==> src/rtl/lsu_mem_ctrl_pkg.sv <==
// Shared op codes, FSM states and memory map constants
// for the load/store unit's data RAM controller.
package lsu_mem_ctrl_pkg;

    localparam logic [2:0] OP_LB  = 3'b000;
    localparam logic [2:0] OP_LBU = 3'b001;
    localparam logic [2:0] OP_LH  = 3'b010;
    localparam logic [2:0] OP_LHU = 3'b011;
    localparam logic [2:0] OP_LW  = 3'b100;
    localparam logic [2:0] OP_SB  = 3'b101;
    localparam logic [2:0] OP_SH  = 3'b110;
    localparam logic [2:0] OP_SW  = 3'b111;

    localparam logic [31:0] DATA_MEM_BASE = 32'h0001_0000;

    typedef enum logic [1:0] {
        S_IDLE   = 2'd0,
        S_ACCESS = 2'd1,
        S_RESP   = 2'd2
    } state_e;

    function automatic logic is_store(input logic [2:0] op);
        return op[2] & (|op[1:0]);
    endfunction

endpackage

==> src/rtl/lsu_lane_steer.sv <==
// Big-endian byte-lane steering, load extension and
// alignment check for one load/store operation.
module lsu_lane_steer
    import lsu_mem_ctrl_pkg::*;
(
    input  logic [2:0]  op,
    input  logic [1:0]  a,
    input  logic [31:0] wdata,
    input  logic [31:0] rdata,
    output logic [3:0]  sel,
    output logic [31:0] wlane,
    output logic [31:0] rext,
    output logic        misalign
);

    logic        st;
    logic        is_byte;
    logic        is_half;
    logic [7:0]  b;
    logic [15:0] h;

    assign st      = is_store(op);
    assign is_byte = (op == OP_LB) || (op == OP_LBU) || (op == OP_SB);
    assign is_half = (op == OP_LH) || (op == OP_LHU) || (op == OP_SH);

    // lane 0 (a=0) is the most significant byte
    assign b = rdata[{~a, 3'b000} +: 8];
    assign h = a[1] ? rdata[15:0] : rdata[31:16];

    always_comb begin
        sel      = 4'b1111;
        wlane    = wdata;
        rext     = rdata;
        misalign = 1'b0;
        unique case (1'b1)
            is_byte: begin
                rext = op[0] ? {24'b0, b} : {{24{b[7]}}, b};
                if (st) begin
                    sel   = 4'b1000 >> a;
                    wlane = {4{wdata[7:0]}};
                end
            end
            is_half: begin
                misalign = a[0];
                rext     = op[0] ? {16'b0, h} : {{16{h[15]}}, h};
                if (st) begin
                    sel   = a[1] ? 4'b0011 : 4'b1100;
                    wlane = {2{wdata[15:0]}};
                end
            end
            default: begin
                misalign = |a;
            end
        endcase
    end

endmodule

==> src/rtl/lsu_mem_ctrl.sv <==
// Data RAM load/store initiator: one request at a time,
// fixed two-cycle response latency including error responses.
module lsu_mem_ctrl
    import lsu_mem_ctrl_pkg::*;
#(
    parameter logic [31:0] BASE_ADDR   = DATA_MEM_BASE,
    parameter int unsigned DEPTH_WORDS = 1024
) (
    input  logic        clk,
    input  logic        rst,
    input  logic        req_valid_i,
    output logic        req_ready_o,
    input  logic [2:0]  req_op_i,
    input  logic [31:0] req_addr_i,
    input  logic [31:0] req_wdata_i,
    output logic        resp_valid_o,
    output logic [31:0] resp_rdata_o,
    output logic        resp_misalign_o,
    output logic        resp_range_o,
    output logic        ram_ce_o,
    output logic        ram_we_o,
    output logic [31:0] ram_addr_o,
    output logic [3:0]  ram_sel_o,
    output logic [31:0] ram_data_o,
    input  logic [31:0] ram_data_i
);

    localparam logic [31:0] LIMIT = BASE_ADDR + 32'(DEPTH_WORDS) * 32'd4;

    state_e      state_q, state_d;
    logic        hold_q, hold_d;
    logic [2:0]  op_q;
    logic [31:0] addr_q;
    logic [31:0] wdata_q;
    logic        mis_q;
    logic        rng_q;
    logic [31:0] rdata_q;

    logic        idle;
    logic        in_acc;
    logic        accept;
    logic        in_rng;
    logic [2:0]  st_op;
    logic [1:0]  st_a;
    logic [3:0]  st_sel;
    logic [31:0] st_wlane;
    logic [31:0] st_rext;
    logic        st_mis;

    assign idle   = (state_q == S_IDLE);
    assign in_acc = (state_q == S_ACCESS);
    assign accept = idle && req_valid_i;
    assign in_rng = (req_addr_i >= BASE_ADDR) && (req_addr_i < LIMIT);

    // in IDLE the steer checks the incoming request for alignment
    assign st_op = idle ? req_op_i : op_q;
    assign st_a  = idle ? req_addr_i[1:0] : addr_q[1:0];

    lsu_lane_steer u_steer (
        .op       (st_op),
        .a        (st_a),
        .wdata    (wdata_q),
        .rdata    (ram_data_i),
        .sel      (st_sel),
        .wlane    (st_wlane),
        .rext     (st_rext),
        .misalign (st_mis)
    );

    always_ff @(posedge clk or negedge rst) begin
        if (!rst) begin
            state_q <= S_IDLE;
            hold_q  <= 1'b0;
            op_q    <= 3'b0;
            addr_q  <= 32'b0;
            wdata_q <= 32'b0;
            mis_q   <= 1'b0;
            rng_q   <= 1'b0;
            rdata_q <= 32'b0;
        end else begin
            state_q <= state_d;
            hold_q  <= hold_d;
            if (accept) begin
                op_q    <= req_op_i;
                addr_q  <= req_addr_i;
                wdata_q <= req_wdata_i;
                mis_q   <= st_mis;
                rng_q   <= ~in_rng;
                rdata_q <= 32'b0;
            end
            if (in_acc && !is_store(op_q)) begin
                rdata_q <= st_rext;
            end
        end
    end

    // error path waits one cycle in RESP to match the RAM latency
    always_comb begin
        state_d = state_q;
        hold_d  = 1'b0;
        unique case (state_q)
            S_IDLE: begin
                if (req_valid_i) begin
                    if (st_mis || !in_rng) begin
                        state_d = S_RESP;
                        hold_d  = 1'b1;
                    end else begin
                        state_d = S_ACCESS;
                    end
                end
            end
            S_ACCESS: state_d = S_RESP;
            S_RESP: begin
                if (!hold_q) begin
                    state_d = S_IDLE;
                end
            end
            default: state_d = S_IDLE;
        endcase
    end

    assign req_ready_o     = idle;
    assign resp_valid_o    = (state_q == S_RESP) && !hold_q;
    assign resp_rdata_o    = resp_valid_o ? rdata_q : 32'b0;
    assign resp_misalign_o = resp_valid_o && mis_q;
    assign resp_range_o    = resp_valid_o && rng_q;

    assign ram_ce_o   = in_acc;
    assign ram_we_o   = in_acc && is_store(op_q);
    assign ram_addr_o = in_acc ? {addr_q[31:2], 2'b00} : 32'b0;
    assign ram_sel_o  = in_acc ? st_sel : 4'b0;
    assign ram_data_o = ram_we_o ? st_wlane : 32'b0;

endmodule

==> config.mk <==
export PLATFORM = sky130hd
export DESIGN_NAME = lsu_mem_ctrl
export DESIGN_NICKNAME = d
export VERILOG_FILES = /design/src/rtl/lsu_mem_ctrl_pkg.sv /design/src/rtl/lsu_lane_steer.sv /design/src/rtl/lsu_mem_ctrl.sv
export SDC_FILE = /design/constraint.sdc
export NUM_CORES = 1
export LEC_CHECK = 0
export ABC_AREA = 1
export BUFFER_PORTS_ARGS = -buffer_cell sky130_fd_sc_hd__buf_4
export CAP_MARGIN = 30
export CORE_MARGIN = 5
export CORE_UTILIZATION = 46
export CTS_CLUSTER_SIZE = 28
export DETAILED_ROUTE_END_ITERATION = 6
export PLACE_DENSITY = 0.83
export SYNTH_ARGS = -nofsm -noshare
export SYNTH_HDL_FRONTEND = slang
export SYNTH_SLANG_ARGS = --single-unit
export TNS_END_PERCENT = 30
==> constraint.sdc <==
create_clock -name clk -period 5.15 [get_ports clk]
set_input_delay 0.7725 -clock clk [delete_from_list [all_inputs] [get_ports clk]]
set_output_delay 0.7725 -clock clk [all_outputs]
set_load 0.01 [all_outputs]
==> summary.md, run 1 <==
| Metric | Value |
|---|---|
| Largest area contributor in the netlist | dfrtp_1 |
| PostCTS Resize Cnt | 0 |
| Worst slew margin | 36.79% |
| FFs w/ async S/R, synth | 100.0% |
| GR Util All Layers | 23.29% |
| Period utilization | 77.30% |
| Ys flop type | dfrtp_1 |
| Remaining DRCs | 0 |
| Mean number of vias per cell | 4.876 |
| Syn. warnings | 0 |
| Setup Fix Bufs, Post-CTS | 0 |
| Post-CTS Hold Buffers | 0 |
| Commonest cells post-synth | 358 x nand2_1, 155 x inv_1, 129 x nor2_1 |
| Critical Path AT | 3.21 ns |
| Max-cap check violation count | 0 |
| Number of synthesized flops with an enable pin | 0 |
| Initial DRC Count | 655 |
| Register Area | 2603 um2 |
| Drt wl/cell | 13.81 um |
| DP Worst Slack | 1.552 ns |
| Area of the multi-input gates | 2940 um2 |
| Worst hold-check path type | in2async |
| CP cell instances | nor2_2 > nand2_1 > nand2_2 > nand2_2 > nand2_4 > nand2_2 > buf_4 > inv_1 > nor2_1 > nor2_1 > buf_4 |
| Cell Pwr Density | 286.8 nW/um2 |
| CTS tree | yes |
| Register bit total from synthesis | 104 |
| Share of the yosys chip area belonging to registers | 40.74% |
| Setup Viol. Count Final | 0 |
| Mapped Cells | 1006 |
| Crit path max fanout | 39 |
| CTS Buf Count | 9 |
| # diodes | 0 |
| VDD IR max | 0.1903 mV |
| RSZ-0062 raised after global routing | false |
| Hold WS | 0.4468 ns |
| Post-DP HPWL | 14060 um |
| Crit-path leading delay family | simple AND/OR/NAND/NOR gates |
| Worst path bufs/invs | 3 |
| Worst path required time | 4.38 ns |
| Placement row count | 43 |
| Status | finished clean |
| CTS Sinks | 104 |
| Layout cells sized above 1 | 21.64% |
| First-pass GRT wire length | 30770 um |
| Final Wtd Congestion | 0.8739 |
| Initial antenna violation count | 0 |
| Max Buffers Root-to-Sink | 2 |
| Worst-Margin Slew | 0.9481 ns |
| Reg clk slew, reported paths | 0.08 ns |
| Pins Over Slew Limit | 0 |
| Root Buffer | clkbuf_16 |
| Total wire length | 18820 um |
| Leak | 4.763 nW |
| CTS HTree Levels | 3 |
| Most common cell on crit path | nand2_2 |
| Largest net degree at the start of global routing | 109 |
| Worst setup path class | reg2out |
| # IOs | 208 |
| CP max stage cell | nor2_2 |
| Number of global-route vias before repair | 6205 |
| Sum of negative setup slack | 0 ns |
| Die Y | 127.8 um |
| 1st-pass router iterations | 5 |
| Critical Path End Type | primary output |
| Initial core utilization | 46.38% |
| Distinct cells, synth | 32 |
| Worst-Skew Late Latency | 0.35 ns |
| Synth area leaders | dfrtp_1 41%, nand2_1 21%, inv_1 9.1%, nor2_1 7.6%, o21ai_0 5.6% |
| Port Buffer Count | 205 |
| CORE AREA | 13770 um2 |
| Skew final | 0.009866 ns |
| Final setup margin | 1.169 ns |
| Area share of the largest cell type after synthesis | 40.74% |
| DRT antenna net count | 0 |
| Final Hold Vio Count | 0 |
| Final net count | 1281 |
| Fin util | 60.12% |
| Avg Cell Area, Syn | 6.349 um2 |
| Synthesized cell area | 6387 um2 |
| Peak Freq | 251.2 MHz |
| Die area | 16340 um2 |
| Crit-path max cell delay | 0.52 ns |
| Die Width | 127.8 um |
| Total gr overflow | 0 |
| # fillers | 1334 |
| Most common cell in the synthesized netlist | nand2_1 |
| Routed vias | 6646 |
| Startpoint types | flip-flop |
| Area grow syn2layout | 29.64% |
| Minimum clock period | 3.981 ns |
[flip-flops by register name, indices dropped and copies added, names as in the netlist]
signal	cells
addr_q	32
hold_q	1
mis_q	1
op_q	3
rdata_q	32
rng_q	1
state_q	2
wdata_q	32
[layer usage]
layer | vias to the layer above | wire length, um | track usage, %
met4 | 0 | 529 | 8.427
met5 | - | 0 | 0
met3 | 37 | 1521 | 4.875
met2 | 246 | 8920 | 38.32
li1 | 3357 | - | -
met1 | 3006 | 7845 | 30.44
[power by group]
part | internal (mW) | switching, mW | leakage (nW)
logic | 0.241 | 0.494 | 3.31
clock network | 0.333 | 0.327 | 0.126
registers | 0.928 | 0.0530 | 1.33
[worst paths after layout]
path / startpoint / cells past startpoint / slack [ns] / endpoint
setup / recovery: state_q[1]$_DFFE_PN0P_ / 11 / 1.17 / ram_sel_o[0]
hold / removal: rst / 1 / 0.45 / rdata_q[29]$_DFFE_PN0P_
setup reg to reg: state_q[1]$_DFFE_PN0P_ / 12 / 2.12 / rdata_q[29]$_DFFE_PN0P_
hold reg to reg: rdata_q[11]$_DFFE_PN0P_ / 2 / 0.48 / rdata_q[11]$_DFFE_PN0P_
max in group asynchronous: rst / 2 / 3.57 / addr_q[9]$_DFFE_PN0P_
min in group clk: rdata_q[11]$_DFFE_PN0P_ / 2 / 0.48 / rdata_q[11]$_DFFE_PN0P_
[worst register-to-register path: stages (launching register included)]
cell and delay (ns):
dfrtp_1 0.45, nor2_2 0.52, nand2_1 0.13, nand2_2 0.25, nand2_2 0.16, nand2_4 0.20
nand2_2 0.17, buf_4 0.29, inv_1 0.33, nor2_1 0.14, nand2_4 0.18, nand2_1 0.08
nand2_1 0.06
[kinds of logic (layout without fill, tap and decap cells)]
| family | Yosys count | count (layout) | share of synthesized area, % |
|---|---|---|---|
| AO/OA/AOI/OAI | 117 | 117 | 9.599 |
| buffers and inverters | 214 | 390 | 13.48 |
| other | 1 | 2 | 0.05871 |
| flip-flops | 104 | 104 | 40.74 |
| AND/OR/NAND/NOR | 570 | 570 | 36.12 |
[placed cells by master, fill, tap and decap left out, drive strengths merged, types with 3 or more instances in the layout]
cell,count
buf,212
clkinvlp,3
a21oi,6
nand3,59
clkinv,3
clkbuf,9
nand2,367
dfrtp,104
inv,163
nor2,131
o21ai,107
or2,5
[per-stage QoR]
step                      area (um2)  total power, mW  cells
after floorplan                 6391            1.515   1007
after global placement          7956            1.697   1346
after detailed placement        7984            1.722   1347
after CTS                       8260            2.381   1362
after global routing            8280            2.532   1363
final                           8280            2.375   1363
[layout make-up]
cell class                 instances  area share (%)
multi-input combinational        689           35.51
tap                              180           2.720
clock buffer                       9           2.720
timing repair buffer             212           19.61
sequential                       104           31.43
clock inverter                     6          0.6195
inverter                         163           7.389
(Power assumes the default switching activity.)
==> run 2, diff against run 1 <==
- PLACE_DENSITY: 0.83 -> 0.85
- clock period: 5.15 -> 3.5 ns (I/O delays scaled with it)
==> summary.md, run 2 (same netlist as run 1, synthesis figures left out) <==
| Metric | Value |
|---|---|
| Status | finished clean (unchanged) |
| Routed vias | 6626 (was 6646) |
| Placement row count | 43 (unchanged) |
| Die Y | 127.8 um (unchanged) |
| Worst-Margin Slew | 0.7731 ns (was 0.9481 ns) |
| Skew final | 0.007416 ns (was 0.009866 ns) |
| Peak Freq | 305.8 MHz |
| Layout cells sized above 1 | 22.28% (was 21.64%) |
| Minimum clock period | 3.270 ns |
| Leak | 4.821 nW (was 4.763 nW) |
| VDD IR max | 0.3141 mV (was 0.1903 mV) |
| Sum of negative setup slack | 0 ns (unchanged) |
| Cell Pwr Density | 423.2 nW/um2 (was 286.8 nW/um2) |
| CORE AREA | 13770 um2 (unchanged) |
| Setup Fix Bufs, Post-CTS | 0 (unchanged) |
| GR Util All Layers | 23.41% (was 23.29%) |
| CTS Buf Count | 9 (unchanged) |
| Post-CTS Hold Buffers | 0 (unchanged) |
| DP Worst Slack | 0.6276 ns (was 1.552 ns) |
| Worst path required time | 2.97 ns (was 4.38 ns) |
| Period utilization | 93.44% |
| Post-placement cell count | 1357 (was 1347) |
| Fin cells | 1375 (was 1363) |
| Initial antenna violation count | 1 (was 0) |
| CTS Sinks | 104 (unchanged) |
| Crit path max fanout | 18 (was 39) |
| CTS HTree Levels | 3 (unchanged) |
| Port Buffer Count | 205 (unchanged) |
| Largest net degree at the start of global routing | 78 (was 109) |
| Critical Path AT | 2.75 ns (was 3.21 ns) |
| 1st-pass router iterations | 5 (unchanged) |
| Final setup margin | 0.2296 ns (was 1.169 ns) |
| Critical Path End Type | primary output (unchanged) |
| First-pass GRT wire length | 30900 um (was 30770 um) |
| Final net count | 1291 (was 1281) |
| Final Wtd Congestion | 0.8812 (was 0.8739) |
| R2r setup slk | 1.04 ns (was 2.12 ns) |
| Worst hold-check path type | in2async (unchanged) |
| Worst slew margin | 48.14% (was 36.79%) |
| Largest regs | addr_q x32, rdata_q x32, wdata_q x32 (unchanged) |
| Post-DP HPWL | 14180 um (was 14060 um) |
| CTS tree | yes (unchanged) |
| Startpoint types | flip-flop (unchanged) |
| Total wire length | 18750 um (was 18820 um) |
| Initial DRC Count | 570 (was 655) |
| Root Buffer | clkbuf_16 (unchanged) |
| RSZ-0062 raised after global routing | false (unchanged) |
| Worst-Skew Late Latency | 0.35 ns (about the same) |
| # IOs | 208 (unchanged) |
| Most common cell after layout, fill and taps aside | nand2_1 (unchanged) |
| DRT antenna net count | 0 (unchanged) |
| # fillers | 1319 (was 1334) |
| Worst setup path class | reg2out (unchanged) |
| Setup Viol. Count Final | 0 (unchanged) |
| Die Width | 127.8 um (unchanged) |
| Reg clk slew, reported paths | 0.08 ns (about the same) |
| Area grow syn2layout | 31.01% (was 29.64%) |
| Initial core utilization | 46.38% (unchanged) |
| Remaining DRCs | 0 (unchanged) |
| Final Hold Vio Count | 0 (unchanged) |
| Total gr overflow | 0 (unchanged) |
| Max Buffers Root-to-Sink | 2 (unchanged) |
| Number of global-route vias before repair | 6389 (was 6205) |
| Commonest non-fill, non-tap cells in the layout | 358 x nand2_1, 221 x buf_4, 155 x inv_1, 126 x nor2_1, 104 x dfrtp_1 (was 358 x nand2_1, 210 x buf_4, 155 x inv_1, 126 x nor2_1, 104 x dfrtp_1) |
| Die area | 16340 um2 (unchanged) |
| Pins Over Slew Limit | 0 (unchanged) |
| Drt wl/cell | 13.64 um (was 13.81 um) |
| Mean number of vias per cell | 4.819 (was 4.876) |
| Max-cap check violation count | 0 (unchanged) |
-- run 2: cell type report --
class	instances	area, um2	area share, %
clock buffer	10	229.0	2.736
clock inverter	6	62.56	0.7476
multi-input combinational	689	2945	35.20
sequential	104	2603	31.10
tap	180	225.2	2.691
antenna	1	2.502	0.02990
timing repair buffer	222	1687	20.16
inverter	163	614.3	7.342
-- run 2: critical path, cell delays in order, from the launching register on --
cell     delay [ns]
dfrtp_1        0.46
inv_2          0.09
nand2_2        0.13
nand2_1        0.11
nand2_2        0.16
nand2_2        0.19
nand2_4        0.15
nand2_2        0.24
nand3_2        0.31
inv_4          0.23
nor2_1         0.06
nor2_1         0.11
buf_4          0.14
-- run 2: routing by layer --
layer | share of wire [%] | global-route usage, % | vias up
li1 | - | - | 3382
met1 | 42 | 31.17 | 2947
met2 | 48 | 37.86 | 268
met3 | 8.4 | 5.083 | 29
met4 | 2.0 | 8.177 | 0
met5 | 0 | 0 | -
-- run 2: what timing repair did --
| item | 4_1_cts | 5_1_grt |
|---|---|---|
| gates resized for setup | 0 | 2 |
| endpoints found under the setup margin | 0 | 3 |
| endpoints found under the hold margin | 0 | 0 |
-- run 2: through the flow --
step	instance area [um2]	utilization, %	power (mW)	hold WS [ns]
after floorplan	6391	-	2.229	0.2294
after global placement	8039	58.37	2.532	0.4608
after detailed placement	8039	58.37	2.559	0.4629
after CTS	8330	60.48	3.557	0.3599
after global routing	8368	60.76	3.794	0.07282
final	8368	60.76	3.542	0.05825
-- run 2: report_power, final --
| part | internal (mW) | switching [mW] | leakage [nW] | total, mW |
|---|---|---|---|---|
| logic | 0.368 | 0.737 | 3.35 | 1.11 |
| clock network | 0.502 | 0.488 | 0.142 | 0.991 |
| registers | 1.37 | 0.0796 | 1.33 | 1.45 |
| total | 2.24 | 1.31 | 4.82 | 3.54 |
-- run 2: path summary, 6_finish.rpt --
kind / to / cells past startpoint / from
max in group asynchronous: wdata_q[12]$_DFFE_PN0P_ / 3 / rst
min in group clk: wdata_q[9]$_DFFE_PN0P_ / 3 / req_wdata_i[9]
hold / removal: rdata_q[26]$_DFFE_PN0P_ / 1 / rst
setup / recovery: ram_data_o[24] / 12 / state_q[1]$_DFFE_PN0P_
setup reg to reg: rdata_q[21]$_DFFE_PN0P_ / 12 / state_q[1]$_DFFE_PN0P_
hold reg to reg: rdata_q[20]$_DFFE_PN0P_ / 2 / rdata_q[20]$_DFFE_PN0P_
==> run 3, diff against run 2 <==
- REMOVE_ABC_BUFFERS: unset -> 1
==> summary.md, run 3 (same netlist as run 1, synthesis figures left out) <==
| Metric | Value |
|---|---|
| 1st-pass router iterations | 7 (was 5) |
| Routed vias | 6666 (was 6626) |
| Initial core utilization | 46.38% (unchanged) |
| CP cell instances | nor2_2 > nand2_1 > nand2_2 > nand2_2 > nor2_1 > inv_1 > o21ai_0 > a21oi_1 > buf_4 (was inv_2 > nand2_2 > nand2_1 > nand2_2 > nand2_2 > nand2_4 > nand2_2 > nand3_2 > inv_4 > nor2_1 > nor2_1 > buf_4) |
| Final Cell Area | 8334 um2 (was 8368 um2) |
| CTS tree | yes (unchanged) |
| Worst slew margin | 36.01% (was 48.14%) |
| Area of the multi-input gates | 2948 um2 (was 2945 um2) |
| Remaining DRCs | 0 (unchanged) |
| Die Y | 127.8 um (unchanged) |
| RSZ-0062 raised after global routing | false (unchanged) |
| Critical Path End Type | primary output (unchanged) |
| Number of global-route vias before repair | 6396 (was 6389) |
| Worst-Skew Late Latency | 0.36 ns (was 0.35 ns) |
| Most common cell on crit path | nand2_2 (unchanged) |
| # IOs | 208 (unchanged) |
| Max-cap check violation count | 0 (unchanged) |
| R2r setup slk | 0.91 ns (was 1.04 ns) |
| CORE AREA | 13770 um2 (unchanged) |
| Minimum clock period | 3.290 ns (was 3.270 ns) |
| Worst hold-check path type | in2async (unchanged) |
| Max Buffers Root-to-Sink | 2 (unchanged) |
| Skew final | 0.006101 ns (was 0.007416 ns) |
| Period utilization | 94.00% (was 93.44%) |
| Setup Fix Bufs, Post-CTS | 0 (unchanged) |
| Leak | 4.799 nW (was 4.821 nW) |
| Critical Path AT | 2.76 ns (was 2.75 ns) |
| Status | finished clean (unchanged) |
| PnR Total Power | 3.555 mW (was 3.542 mW) |
| Pins Over Slew Limit | 0 (unchanged) |
| GR Util All Layers | 23.15% (was 23.41%) |
| R2R Path Start | state_q[1]$_DFFE_PN0P_ (unchanged) |
| Initial antenna violation count | 0 (was 1) |
| Area grow syn2layout | 30.48% (was 31.01%) |
| CP max stage cell | dfrtp_1 (unchanged) |
| Placed Instance Area | 8029 um2 (was 8039 um2) |
| Startpoint types | flip-flop (unchanged) |
| Final setup margin | 0.2100 ns (was 0.2296 ns) |
| # fillers | 1340 (was 1319) |
| Largest regs | addr_q x32, rdata_q x32, wdata_q x32 (unchanged) |
| Peak Freq | 304.0 MHz (was 305.8 MHz) |
| Commonest non-fill, non-tap cells in the layout | 358 x nand2_1, 217 x buf_4, 155 x inv_1, 126 x nor2_1, 104 x dfrtp_1 (was 358 x nand2_1, 221 x buf_4, 155 x inv_1, 126 x nor2_1, 104 x dfrtp_1) |
| Worst-Margin Slew | 0.9599 ns (was 0.7731 ns) |
| Crit-path max cell delay | 0.45 ns (was 0.46 ns) |
| Die Width | 127.8 um (unchanged) |
| DRT antenna net count | 0 (unchanged) |
| First-pass GRT wire length | 30880 um (was 30900 um) |
| Most common cell after layout, fill and taps aside | nand2_1 (unchanged) |
| DP Worst Slack | 0.6083 ns (was 0.6276 ns) |
| Total wire length | 18680 um (was 18750 um) |
| Placement row count | 43 (unchanged) |
| Final Wtd Congestion | 0.9062 (was 0.8812) |
| Post-DP HPWL | 13730 um (was 14180 um) |
| Final Hold Vio Count | 0 (unchanged) |
| RR Endpoint | rdata_q[21]$_DFFE_PN0P_ (unchanged) |
| Cell Pwr Density | 426.5 nW/um2 (was 423.2 nW/um2) |
| Largest net degree at the start of global routing | 113 (was 78) |
| Setup Viol. Count Final | 0 (unchanged) |
| Final net count | 1287 (was 1291) |
| Worst path bufs/invs | 2 (was 3) |
| CTS HTree Levels | 3 (unchanged) |
| Post-CTS Hold Buffers | 0 (unchanged) |
| Port Buffer Count | 205 (unchanged) |
| Reg2Reg Depth | 11 (was 12) |
| Root Buffer | clkbuf_16 (unchanged) |
| Reg clk slew, reported paths | 0.07 ns (was 0.08 ns) |
| VDD IR max | 0.2933 mV (was 0.3141 mV) |
| Worst path required time | 2.97 ns (about the same) |
| Register Area | 2603 um2 (unchanged) |
| Worst setup path class | reg2out (unchanged) |
| Hold WS | 0.1860 ns (was 0.05825 ns) |
| Die area | 16340 um2 (unchanged) |
| Drt wl/cell | 13.64 um (about the same) |
| Mean number of vias per cell | 4.866 (was 4.819) |
| CTS Buf Count | 9 (unchanged) |
| # diodes | 0 (was 1) |
| CTS Sinks | 104 (unchanged) |
| Crit-path leading delay family | simple AND/OR/NAND/NOR gates (unchanged) |
| Layout cells sized above 1 | 22.10% (was 22.28%) |
| Crit path max fanout | 14 (was 18) |
| Initial DRC Count | 506 (was 570) |
| Total gr overflow | 0 (unchanged) |
## run 3: layer usage
| metal | wire length, um | track usage [%] | vias to the layer above |
|---|---|---|---|
| met5 | 0 | 0 | - |
| met3 | 1391 | 5.000 | 37 |
| met2 | 8896 | 37.89 | 254 |
| met1 | 7899 | 30.37 | 3006 |
| met4 | 494 | 8.177 | 0 |
| li1 | - | - | 3369 |
## run 3: through the flow
| step | instances | utilization [%] | setup TNS [ns] |
|---|---|---|---|
| finish | 1370 | 60.51 | 0 |
| global placement | 1354 | 58.29 | 0 |
| floorplan | 956 | - | -152.11 |
| detailed placement | 1354 | 58.29 | 0 |
| CTS | 1370 | 60.44 | 0 |
| global route | 1370 | 60.51 | 0 |
## run 3: repair_timing
item,4_1_cts,5_1_grt
endpoints found under the hold margin,0,0
endpoints found under the setup margin,0,11
resized for setup,0,2
## run 3: worst max path at each step
stage | start | end | slack, ns | cells past startpoint
final | state_q[1]$_DFFE_PN0P_ | ram_data_o[10] | 0.21 | 9
after floorplan | state_q[1]$_DFFE_PN0P_ | op_q[1]$_DFFE_PN0P_ | -2.48 | 5
after global routing | state_q[1]$_DFFE_PN0P_ | ram_data_o[12] | 0.002 | 8
after detailed placement | state_q[1]$_DFFE_PN0P_ | ram_data_o[31] | 0.61 | 11
after global placement | state_q[1]$_DFFE_PN0P_ | ram_data_o[31] | 0.73 | 11
after CTS | state_q[1]$_DFFE_PN0P_ | ram_data_o[28] | 0.20 | 12
## run 3: report_power, final
part	switching [mW]	internal, mW	total (mW)
Combinational	0.744	0.361	1.11
Clock	0.500	0.507	1.01
Sequential	0.0766	1.37	1.44
Total	1.32	2.23	3.55
## run 3: final cells by class
cell class | instances | share of cell area (%)
clock buffer | 9 | 2.702
clock inverter | 7 | 0.8407
multi-input combinational | 689 | 35.37
inverter | 163 | 7.371
timing repair buffer | 218 | 19.79
tap | 180 | 2.702
sequential | 104 | 31.23
